--- src/rtl/snn_sched_pkg.sv ---
// Shared definitions for the SNN timestep scheduler.
//   - sched_state_t : scheduler FSM states
//   - Def*          : default widths/sizes used as parameter defaults
//   - sat_inc()     : saturating +0/+1 helper for the per-neuron spike counters
package snn_sched_pkg;

  typedef enum logic [2:0] {
    StIdle,
    StWaitFrame,
    StIssue,
    StWaitValid,
    StDone
  } sched_state_t;

  localparam int unsigned DefNumInputs  = 8;
  localparam int unsigned DefNumOutputs = 8;
  localparam int unsigned DefFifoDepth  = 4;
  localparam int unsigned DefCntW       = 8;
  localparam int unsigned DefTimeoutCyc = 255;

  // Add one spike to a counter, never wrapping past limit.
  function automatic logic [31:0] sat_inc(input logic [31:0] val, input logic inc,
                                          input logic [31:0] limit);
    if (inc && (val < limit)) begin
      return val + 32'd1;
    end
    return val;
  endfunction

endpackage

--- src/rtl/snn_frame_fifo.sv ---
// Synchronous FIFO buffering host input spike frames.
// Ports:
//   clk, reset      : clock, synchronous active-high reset (flushes contents)
//   push, push_data : write request and frame; ignored when full
//   pop             : read request; ignored when empty
//   full, empty     : occupancy flags
//   head            : oldest stored frame (valid when !empty)
module snn_frame_fifo #(
  parameter int unsigned WIDTH = 8,
  parameter int unsigned DEPTH = 4
) (
  input  logic             clk,
  input  logic             reset,
  input  logic             push,
  input  logic [WIDTH-1:0] push_data,
  input  logic             pop,
  output logic             full,
  output logic             empty,
  output logic [WIDTH-1:0] head
);

  localparam int unsigned AW = (DEPTH > 1) ? $clog2(DEPTH) : 1;

  logic [WIDTH-1:0] mem_q [DEPTH];
  logic [AW-1:0]    wr_ptr_q, rd_ptr_q;
  logic [AW:0]      count_q;
  logic             do_push, do_pop;

  assign full    = (count_q == (AW+1)'(DEPTH));
  assign empty   = (count_q == '0);
  assign do_push = push && !full;
  assign do_pop  = pop && !empty;
  assign head    = mem_q[rd_ptr_q];

  // Pointers wrap naturally because DEPTH is a power of two.
  always_ff @(posedge clk) begin
    if (reset) begin
      wr_ptr_q <= '0;
      rd_ptr_q <= '0;
      count_q  <= '0;
    end else begin
      if (do_push) wr_ptr_q <= wr_ptr_q + 1'b1;
      if (do_pop)  rd_ptr_q <= rd_ptr_q + 1'b1;
      case ({do_push, do_pop})
        2'b10:   count_q <= count_q + 1'b1;
        2'b01:   count_q <= count_q - 1'b1;
        default: count_q <= count_q;
      endcase
    end
  end

  // Storage needs no reset; the pointers alone define what is valid.
  always_ff @(posedge clk) begin
    if (do_push) mem_q[wr_ptr_q] <= push_data;
  end

endmodule

--- src/rtl/snn_timestep_scheduler.sv ---
// Sequences inference runs on the spiking network core, one timestep at a time.
// Ports:
//   clk, reset                     : clock, synchronous active-high reset
//   start, num_steps               : begin a run of max(num_steps,1) timesteps (IDLE only)
//   cfg_busy                       : SPI configuration in progress; holds off frame issue
//   frame_valid/frame_ready/data   : host frame push handshake into the buffer
//   net_input_spikes/net_input_ready : frame and 1-cycle strobe to the network
//   net_data_valid/net_output_spikes : network result for the current timestep
//   spike_counts                   : saturating per-neuron counters, neuron i at [i*CNT_W +: CNT_W]
//   step_count                     : completed timesteps in current/last run
//   busy, done, timeout_err        : status; done pulses at run end, timeout_err is sticky
module snn_timestep_scheduler
  import snn_sched_pkg::*;
#(
  parameter int unsigned NUM_INPUTS  = DefNumInputs,
  parameter int unsigned NUM_OUTPUTS = DefNumOutputs,
  parameter int unsigned FIFO_DEPTH  = DefFifoDepth,
  parameter int unsigned CNT_W       = DefCntW,
  parameter int unsigned TIMEOUT_CYC = DefTimeoutCyc
) (
  input  logic                         clk,
  input  logic                         reset,
  input  logic                         start,
  input  logic [7:0]                   num_steps,
  input  logic                         cfg_busy,
  input  logic                         frame_valid,
  output logic                         frame_ready,
  input  logic [NUM_INPUTS-1:0]        frame_data,
  output logic [NUM_INPUTS-1:0]        net_input_spikes,
  output logic                         net_input_ready,
  input  logic                         net_data_valid,
  input  logic [NUM_OUTPUTS-1:0]       net_output_spikes,
  output logic [NUM_OUTPUTS*CNT_W-1:0] spike_counts,
  output logic [7:0]                   step_count,
  output logic                         busy,
  output logic                         done,
  output logic                         timeout_err
);

  localparam int unsigned TW       = (TIMEOUT_CYC > 1) ? $clog2(TIMEOUT_CYC + 1) : 1;
  localparam logic [31:0] CntMax   = 32'({CNT_W{1'b1}});
  // Last timeout-counter value seen in WAIT_VALID before giving up.
  localparam logic [TW-1:0] TmoLast = TW'(TIMEOUT_CYC - 1);

  sched_state_t                 state_q, state_d;
  logic [7:0]                   steps_q, steps_d;
  logic [7:0]                   step_q, step_d;
  logic [TW-1:0]                tmo_q, tmo_d;
  logic                         err_q, err_d;
  logic [NUM_INPUTS-1:0]        spikes_q, spikes_d;
  logic [NUM_OUTPUTS*CNT_W-1:0] counts_q, counts_d;

  logic                  fifo_full, fifo_empty, fifo_pop;
  logic [NUM_INPUTS-1:0] fifo_head;

  // Gated by reset so every output reads 0 while reset is held.
  assign frame_ready = !fifo_full && !reset;
  // The only exit from ISSUE is to WAIT_VALID, so popping in ISSUE pops on that transition.
  assign fifo_pop    = (state_q == StIssue);

  snn_frame_fifo #(
    .WIDTH(NUM_INPUTS),
    .DEPTH(FIFO_DEPTH)
  ) u_fifo (
    .clk      (clk),
    .reset    (reset),
    .push     (frame_valid && frame_ready),
    .push_data(frame_data),
    .pop      (fifo_pop),
    .full     (fifo_full),
    .empty    (fifo_empty),
    .head     (fifo_head)
  );

  always_comb begin
    state_d  = state_q;
    steps_d  = steps_q;
    step_d   = step_q;
    tmo_d    = tmo_q;
    err_d    = err_q;
    spikes_d = spikes_q;
    counts_d = counts_q;

    unique case (state_q)
      StIdle: begin
        if (start) begin
          steps_d  = (num_steps == 8'd0) ? 8'd1 : num_steps;
          step_d   = '0;
          counts_d = '0;
          err_d    = 1'b0;
          state_d  = StWaitFrame;
        end
      end
      StWaitFrame: begin
        if (!fifo_empty && !cfg_busy) begin
          // Load on entry so the frame is stable alongside the strobe.
          spikes_d = fifo_head;
          state_d  = StIssue;
        end
      end
      StIssue: begin
        tmo_d   = '0;
        state_d = StWaitValid;
      end
      StWaitValid: begin
        // Valid takes priority over an expiring timeout on the same cycle.
        if (net_data_valid) begin
          for (int i = 0; i < NUM_OUTPUTS; i++) begin
            counts_d[i*CNT_W +: CNT_W] = CNT_W'(sat_inc(32'(counts_q[i*CNT_W +: CNT_W]),
                                                        net_output_spikes[i], CntMax));
          end
          step_d  = step_q + 8'd1;
          state_d = ((step_q + 8'd1) == steps_q) ? StDone : StWaitFrame;
        end else if (tmo_q == TmoLast) begin
          err_d   = 1'b1;
          state_d = StDone;
        end else begin
          tmo_d = tmo_q + 1'b1;
        end
      end
      StDone: begin
        state_d = StIdle;
      end
      default: begin
        state_d = StIdle;
      end
    endcase
  end

  always_ff @(posedge clk) begin
    if (reset) begin
      state_q  <= StIdle;
      steps_q  <= '0;
      step_q   <= '0;
      tmo_q    <= '0;
      err_q    <= 1'b0;
      spikes_q <= '0;
      counts_q <= '0;
    end else begin
      state_q  <= state_d;
      steps_q  <= steps_d;
      step_q   <= step_d;
      tmo_q    <= tmo_d;
      err_q    <= err_d;
      spikes_q <= spikes_d;
      counts_q <= counts_d;
    end
  end

  assign net_input_spikes = spikes_q;
  assign net_input_ready  = (state_q == StIssue);
  assign spike_counts     = counts_q;
  assign step_count       = step_q;
  assign busy             = (state_q != StIdle);
  assign done             = (state_q == StDone);
  assign timeout_err      = err_q;

endmodule

--- config.mk ---
export PLATFORM = sky130hd
export DESIGN_NAME = snn_timestep_scheduler
export DESIGN_NICKNAME = d
export VERILOG_FILES = /design/src/rtl/snn_sched_pkg.sv /design/src/rtl/snn_frame_fifo.sv /design/src/rtl/snn_timestep_scheduler.sv
export SDC_FILE = /design/constraint.sdc
export NUM_CORES = 1
export LEC_CHECK = 0
export CORE_MARGIN = 5
export CORE_UTILIZATION = 53
export DETAILED_ROUTE_END_ITERATION = 16
export PLACE_DENSITY_LB_ADDON = 0.1
export SYNTH_ARGS = -nofsm -noshare
export SYNTH_HDL_FRONTEND = slang
export SYNTH_SLANG_ARGS = --single-unit
--- constraint.sdc ---
create_clock -name clk -period 2.82 [get_ports clk]
set_clock_uncertainty 0.15 [all_clocks]
set_input_delay 0.282 -clock clk [delete_from_list [all_inputs] [get_ports clk]]
set_output_delay 0.282 -clock clk [all_outputs]
set_load 0.1 [all_outputs]
==> results of run 1 <==
[worst paths after layout]
check | to | slack [ps] | depth (start not counted)
worst min-delay path | u_fifo.wr_ptr_q[1] | 280 | 5
worst max-delay path | u_fifo.count_q[2] | 290 | 8
worst max register to register | u_fifo.count_q[2] | 290 | 8
worst min register to register | steps_q[2] | 320 | 2
[cells in the mapped netlist, drive strengths merged, types with 2 or more instances]
cell type	instances	area, µm²
dfxtp	107	2140
nor2	90	338
a21oi	49	245
xnor2	49	429
nand2	48	180
nand3	38	190
edfxtp	32	961
a211oi	24	180
clkbuf	20	75.1
o31ai	19	143
inv	18	67.6
or4	17	128
ha	16	200
o21ai	15	75.1
nor3	13	65.1
buf	11	58.8
nand4	11	68.8
a2111oi	10	133
a21o	8	67.6
mux2i	8	80.1
mux4	8	180
and3	7	43.8
xor2	6	52.6
a22oi	5	37.5
a22o	3	26.3
a31oi	3	18.8
and2	3	18.8
and4	3	26.3
mux2	3	33.8
nor3b	3	22.5
nand2b	2	12.5
nand4b	2	17.5
nor2b	2	12.5
nor4	2	12.5
or2	2	12.5
or4b	2	20.0
[kinds of logic (layout without fill, tap and decap cells)]
| group | Yosys count | in the layout | synth area share |
|---|---|---|---|
| AOI/OAI and AO/OA | 146 | 146 | 0.155 |
| DFF | 139 | 139 | 0.477 |
| buffers and inverters | 49 | 178 | 0.0310 |
| xor gates and xnor gates | 55 | 55 | 0.0741 |
| muxes | 19 | 19 | 0.0452 |
| adders and majority gates | 17 | 17 | 0.0339 |
| and+or+nand+nor | 248 | 248 | 0.183 |
[worst max-delay path: stages, from the launching register on]
cell	delay (ps)
dfxtp_1	470
nand2b_1	220
nor3_1	330
ha_1	240
inv_1	60
fa_1	370
xor2_1	160
or3_1	310
a21oi_1	140
[final cells by class]
class | count | area (µm²)
clock buffers | 17 | 425
clock inverters | 15 | 175
multi-input cells | 485 | 3220
inverters | 18 | 67.6
repair buffers | 128 | 1030
well taps | 147 | 184
flip-flops and latches | 139 | 3100
fillers | 918 | 3800
[layer usage]
metal	vias to the layer above	part of all wire	track usage	routed length [µm]
li1	2704	-	-	-
met1	2635	0.44	0.267	6780
met2	150	0.49	0.360	7610
met3	26	0.048	0.0500	732
met4	0	0.017	0.0715	259
met5	-	0	0	0
[power by group]
group / internal, µW / total, µW / switching, µW
registers: 2070 / 2100 / 26.1
logic: 139 / 413 / 274
clock network: 1340 / 2260 / 925
total: 3550 / 4770 / 1230
[state kept, by name, summed over array words and instances (netlist names)]
signal and flops:
u_fifo.count_q 3, tmo_q 8, net_input_spikes 8, u_fifo.rd_ptr_q 2
timeout_err 1, state_q 3, spike_counts 64, u_fifo.wr_ptr_q 2
u_fifo.mem_q 32, step_count 8, steps_q 8
[per-stage QoR]
step / utilization / hold slack, ps / power (µW)
floorplan: - / 231 / 2420
global placement: 0.633 / 312 / 2540
detailed placement: 0.633 / 314 / 2550
CTS: 0.683 / 268 / 4800
global route: 0.683 / 317 / 4940
finish: 0.683 / 277 / 4770
==> flow_metrics.py, run 1 <==
metrics = {
    "floorplanning": {
        "die_h_um": 121,
        "coreArea_um2": 12000,
        "ioPinCount": 115,
        "die_area_um2": 14600,
        "start_util": 0.541,
        "die_width_um": 121,
        "rows": 40,
    },
    "critical_path": {
        "critPathLaunchType": "flip-flop",
        "startpoint": "state_q[1]",
        "crit_arrival_ps": 2720,
        "critPathMaxFanout": 9,
        "critPathKind": "reg -> reg",
        "worst_ep_required_time_ps": 3020,
        "r2r_start": "state_q[1]",
        "end_kind": "flip-flop",
    },
    "sta": {
        "max_freq_mhz": 396,
        "rsz0062_at_grt": "no",
        "drv_slew": 0,
        "fin_setup_tns_ps": 0,
        "fin_crit_ps": 2530,
        "setup_violations": 0,
        "fin_ws_ps": 292,
        "tightestPinTransition_ps": 863,
        "finalCritPeriodShare": 0.896,
        "slew_headroom": 0.420,
        "finalHoldViolations": 0,
    },
    "clocking": {
        "htree_levels": 4,
        "cts_inserted_buffers": 17,
        "clock-root-buffer": "clkbuf_16",
        "path_clk_slew_ps": 60,
        "cts.repair.resized": 0,
        "clock_path_buffers": 2,
        "cts_tree": "done",
        "postCtsSetupBuffers": 0,
        "ctsHoldBuffers": 0,
        "cts_sinks": 139,
        "clkLatencyLatePin_ps": 420,
    },
    "final_layout": {
        "drive_gt1_frac": 0.201,
        "final_common_cell": "dfxtp_1",
        "area_delta_synth_final_pct": 26.2,
        "final_cells": 949,
        "num-nets-final": 836,
        "mostFrequentLayoutCells": "dfxtp_1 (107), buf_4 (99), nor2_1 (90)",
        "diodes": 0,
        "fin_area_um2": 8210,
    },
    "placed_design": {
        "portBuffers": 114,
        "placed_area_um2": 7610,
        "dp_cells": 917,
        "place_congestion": 0.876,
        "dp_hpwl_um": 10600,
        "dpl_worst_slack_ps": 54.3,
    },
    "yosys": {
        "async_flop_share": 0,
        "synth-edff-count": 32,
        "syn_nets": 720,
        "synth_area_um2": 6500,
        "synth_area_per_cell_um2": 9.66,
        "ys_seq_elements": 139,
        "yosysWarnings": 0,
        "seq_area_frac_synth": 0.477,
        "synth.distinct_cells": 55,
        "synth_top_flop_cell": "dfxtp_1",
        "syn_inst": 673,
    },
    "power": {
        "powerDensity_nw_per_um2": 582,
        "vdd_ir_drop_max_uv": 390,
        "p_leak_uw": 0.00299,
    },
    "run_status": {
        "status": "finished, final reports clean",
    },
    "grt": {
        "grt_pass1_wl_um": 25300,
        "gr-total-overflow": 0,
        "grtUsageTotal": 0.213,
        "grt_pass1_vias": 5290,
        "grt_max_degree": 57,
        "grt_antenna_before_repair": 0,
    },
    "routing": {
        "drc": 0,
        "drt_pass1_iterations": 5,
        "routedWlPerCell_um": 16.2,
        "via_count": 5515,
        "vias_per_cell": 5.81,
        "postRouteAntennaNets": 0,
        "drt_iter0_markers": 521,
        "drt-total-wl_um": 15400,
    },
    "worst_hold_path": {
        "hp-start": "reset",
        "hold_path.class": "in -> reg",
    },
    "flow_run": {
        "cap_violations": 0,
    },
}
Power figures use the tool's default switching activity.
==> run 2: changes to the inputs <==
--- a/config.mk
+++ b/config.mk
@@ -8,6 +8,7 @@
 export CORE_MARGIN = 5
 export CORE_UTILIZATION = 53
 export DETAILED_ROUTE_END_ITERATION = 16
+export HOLD_SLACK_MARGIN = 0.12
 export PLACE_DENSITY_LB_ADDON = 0.1
 export SYNTH_ARGS = -nofsm -noshare
 export SYNTH_HDL_FRONTEND = slang
==> results of run 2 <==
The final DEF is identical to that of run 1; final timing and power are the same.
==> edit, RTL diff (flow settings as in run 2) <==
The package constant `DefFifoDepth` goes from 4 to 8.
--- a/src/rtl/snn_sched_pkg.sv
+++ b/src/rtl/snn_sched_pkg.sv
@@ -15,5 +15,5 @@
   localparam int unsigned DefNumInputs  = 8;
   localparam int unsigned DefNumOutputs = 8;
-  localparam int unsigned DefFifoDepth  = 4;
+  localparam int unsigned DefFifoDepth  = 8;
   localparam int unsigned DefCntW       = 8;
   localparam int unsigned DefTimeoutCyc = 255;
Function: same outputs for any inputs over 4 cycles, from zero or initial values and one cycle with reset high; that may be too few to reach the edited logic, so the function may still have changed.
==> edit against run 2 <==
Synthesized cell count up 8.3%; sequential cell count up 35; global-route usage down 1.1 points; die area up 20%; cell area up 19%; worst setup slack worse by 0.096 ns; non-clock buffer count up 11; power up 14%; sequential share of layout area up 4.5 points; wire length up 13%; area after synthesis up 21%; clock power up 7%; combinational power down 12%; largest cell class is now flip-flops and latches.
==> edit: results (changes against run 2) <==
| Metric | Value |
|---|---|
| Status | `finished clean` |
| Register share of the cell area | `42.33% (+4.5 points)` |
| Final Wtd Congestion | `0.8745 (-0.21%)` |
| Detail Placement HPWL | `12410 um (+17%)` |
| M2 GR Usage | `32.82% (-3.2 points)` |
| Reg2reg setup slack | `0.20 ns (-0.10 ns)` |
| Share of layout cells above drive strength 1 | `22.29% (+2.2 points)` |
| Pre-CTS WS | `0.1606 ns (+0.1063 ns)` |
| Fraction of area in multi-input gates | `36.38% (-2.9 points)` |
| # fillers | `1107 (+21%)` |
| # nets final | `900 (+7.7%)` |
| Clock buf count | `20 (+3)` |
| GRT Overall Usage | `20.14% (-1.1 points)` |
| Number of cells on the worst reg-to-reg path | `9 (+1)` |
| RR Startpoint | `u_fifo.count_q[0]$_SDFFE_PP0P_` |
| Net Switching | `0.001266 W (+3.3%)` |
| Synthesized Nets | `776 (+7.8%)` |
| Met3 Wirelength | `1049 um (+43%)` |
| Routed wire length | `17440 um (+13%)` |
| Worst hold margin | `0.2984 ns (+0.02177 ns)` |
| Metal-1 WL | `7656 um (+13%)` |
| Clock-cell share of area | `6.353% (-0.97 points)` |
| Met2 routed WL | `8455 um (+11%)` |
| Vias | `5872 (+6.5%)` |
| Number of global-route vias before repair | `5703 (+7.8%)` |
| Area Growth Syn to Fin | `23.43%` |
| Hold Path Cell Cnt | `3 (-2)` |
| Worst VDD drop | `0.3928 mV (+0.71%)` |
| Gate Count Post-Synth | `729 (+8.3%)` |
| Met3 layer usage reported by global route | `4.542% (-0.46 points)` |
| M1 GR Usage | `26.71% (about the same)` |
| Sequential element share of the synthesized area | `52.21% (+4.5 points)` |
| Logic inverters | `20 (+2)` |
| Signal buf overhead | `11.81% (-0.73 points)` |
| Largest class | `flip-flops and latches` |
| Netlist cell types | `66 (+20%)` |
| First-pass GRT wire length | `28930 um (+14%)` |
| Synth area leaders | `dfxtp_1, edfxtp_1, xnor2_1` |
| Leakage power | `3.489 nW (+17%)` |
edit: worst max-delay path: stages (launching register included):
cell and delay, ns:
dfxtp_1 0.36, nor4_1 0.49, nor2_2 0.08, ha_1 0.26, ha_1 0.30, a21o_1 0.18, a21oi_1 0.16, xnor2_1 0.10
or3_1 0.32, a21oi_1 0.15
edit: worst max-delay path by stage:
stage,slack [ns],startpoint,depth (start not counted),to
global route,0.05,u_fifo.count_q[0]$_SDFFE_PP0P_,9,u_fifo.count_q[3]$_SDFFE_PP0P_
finish,0.20,u_fifo.count_q[0]$_SDFFE_PP0P_,9,u_fifo.count_q[3]$_SDFFE_PP0P_
global placement,0.28,frame_valid,9,u_fifo.count_q[3]$_SDFFE_PP0P_
CTS,0.19,u_fifo.count_q[0]$_SDFFE_PP0P_,9,u_fifo.count_q[3]$_SDFFE_PP0P_
floorplan,-0.03,u_fifo.count_q[0]$_SDFFE_PP0P_,10,u_fifo.count_q[3]$_SDFFE_PP0P_
detailed placement,0.16,frame_valid,9,u_fifo.count_q[3]$_SDFFE_PP0P_
edit: power by group through the flow:
stage | clock network, W | logic, W | registers, W
floorplan | 0 | 0.000183 | 0.00275
global placement | 0 | 0.000355 | 0.00271
detailed placement | 0 | 0.000364 | 0.00271
CTS | 0.00246 | 0.000367 | 0.00265
global route | 0.00257 | 0.000393 | 0.00266
finish | 0.00241 | 0.000364 | 0.00266
edit: logic make-up after synthesis:
logic type               synth area share [%]
AO/OA/AOI/OAI                           12.91
AND/OR/NAND/NOR                         15.51
adder cells (fa/ha/maj)                 2.788
buffers and inverters                   3.089
flip-flops                              52.21
XOR/XNOR                                7.651
multiplexers                            5.845
edit: timing repair:
action | in CTS | in global routing
hold buffers | 1 | 0
hold endpoints to repair | 1 | 0
resized for setup | 0 | 0
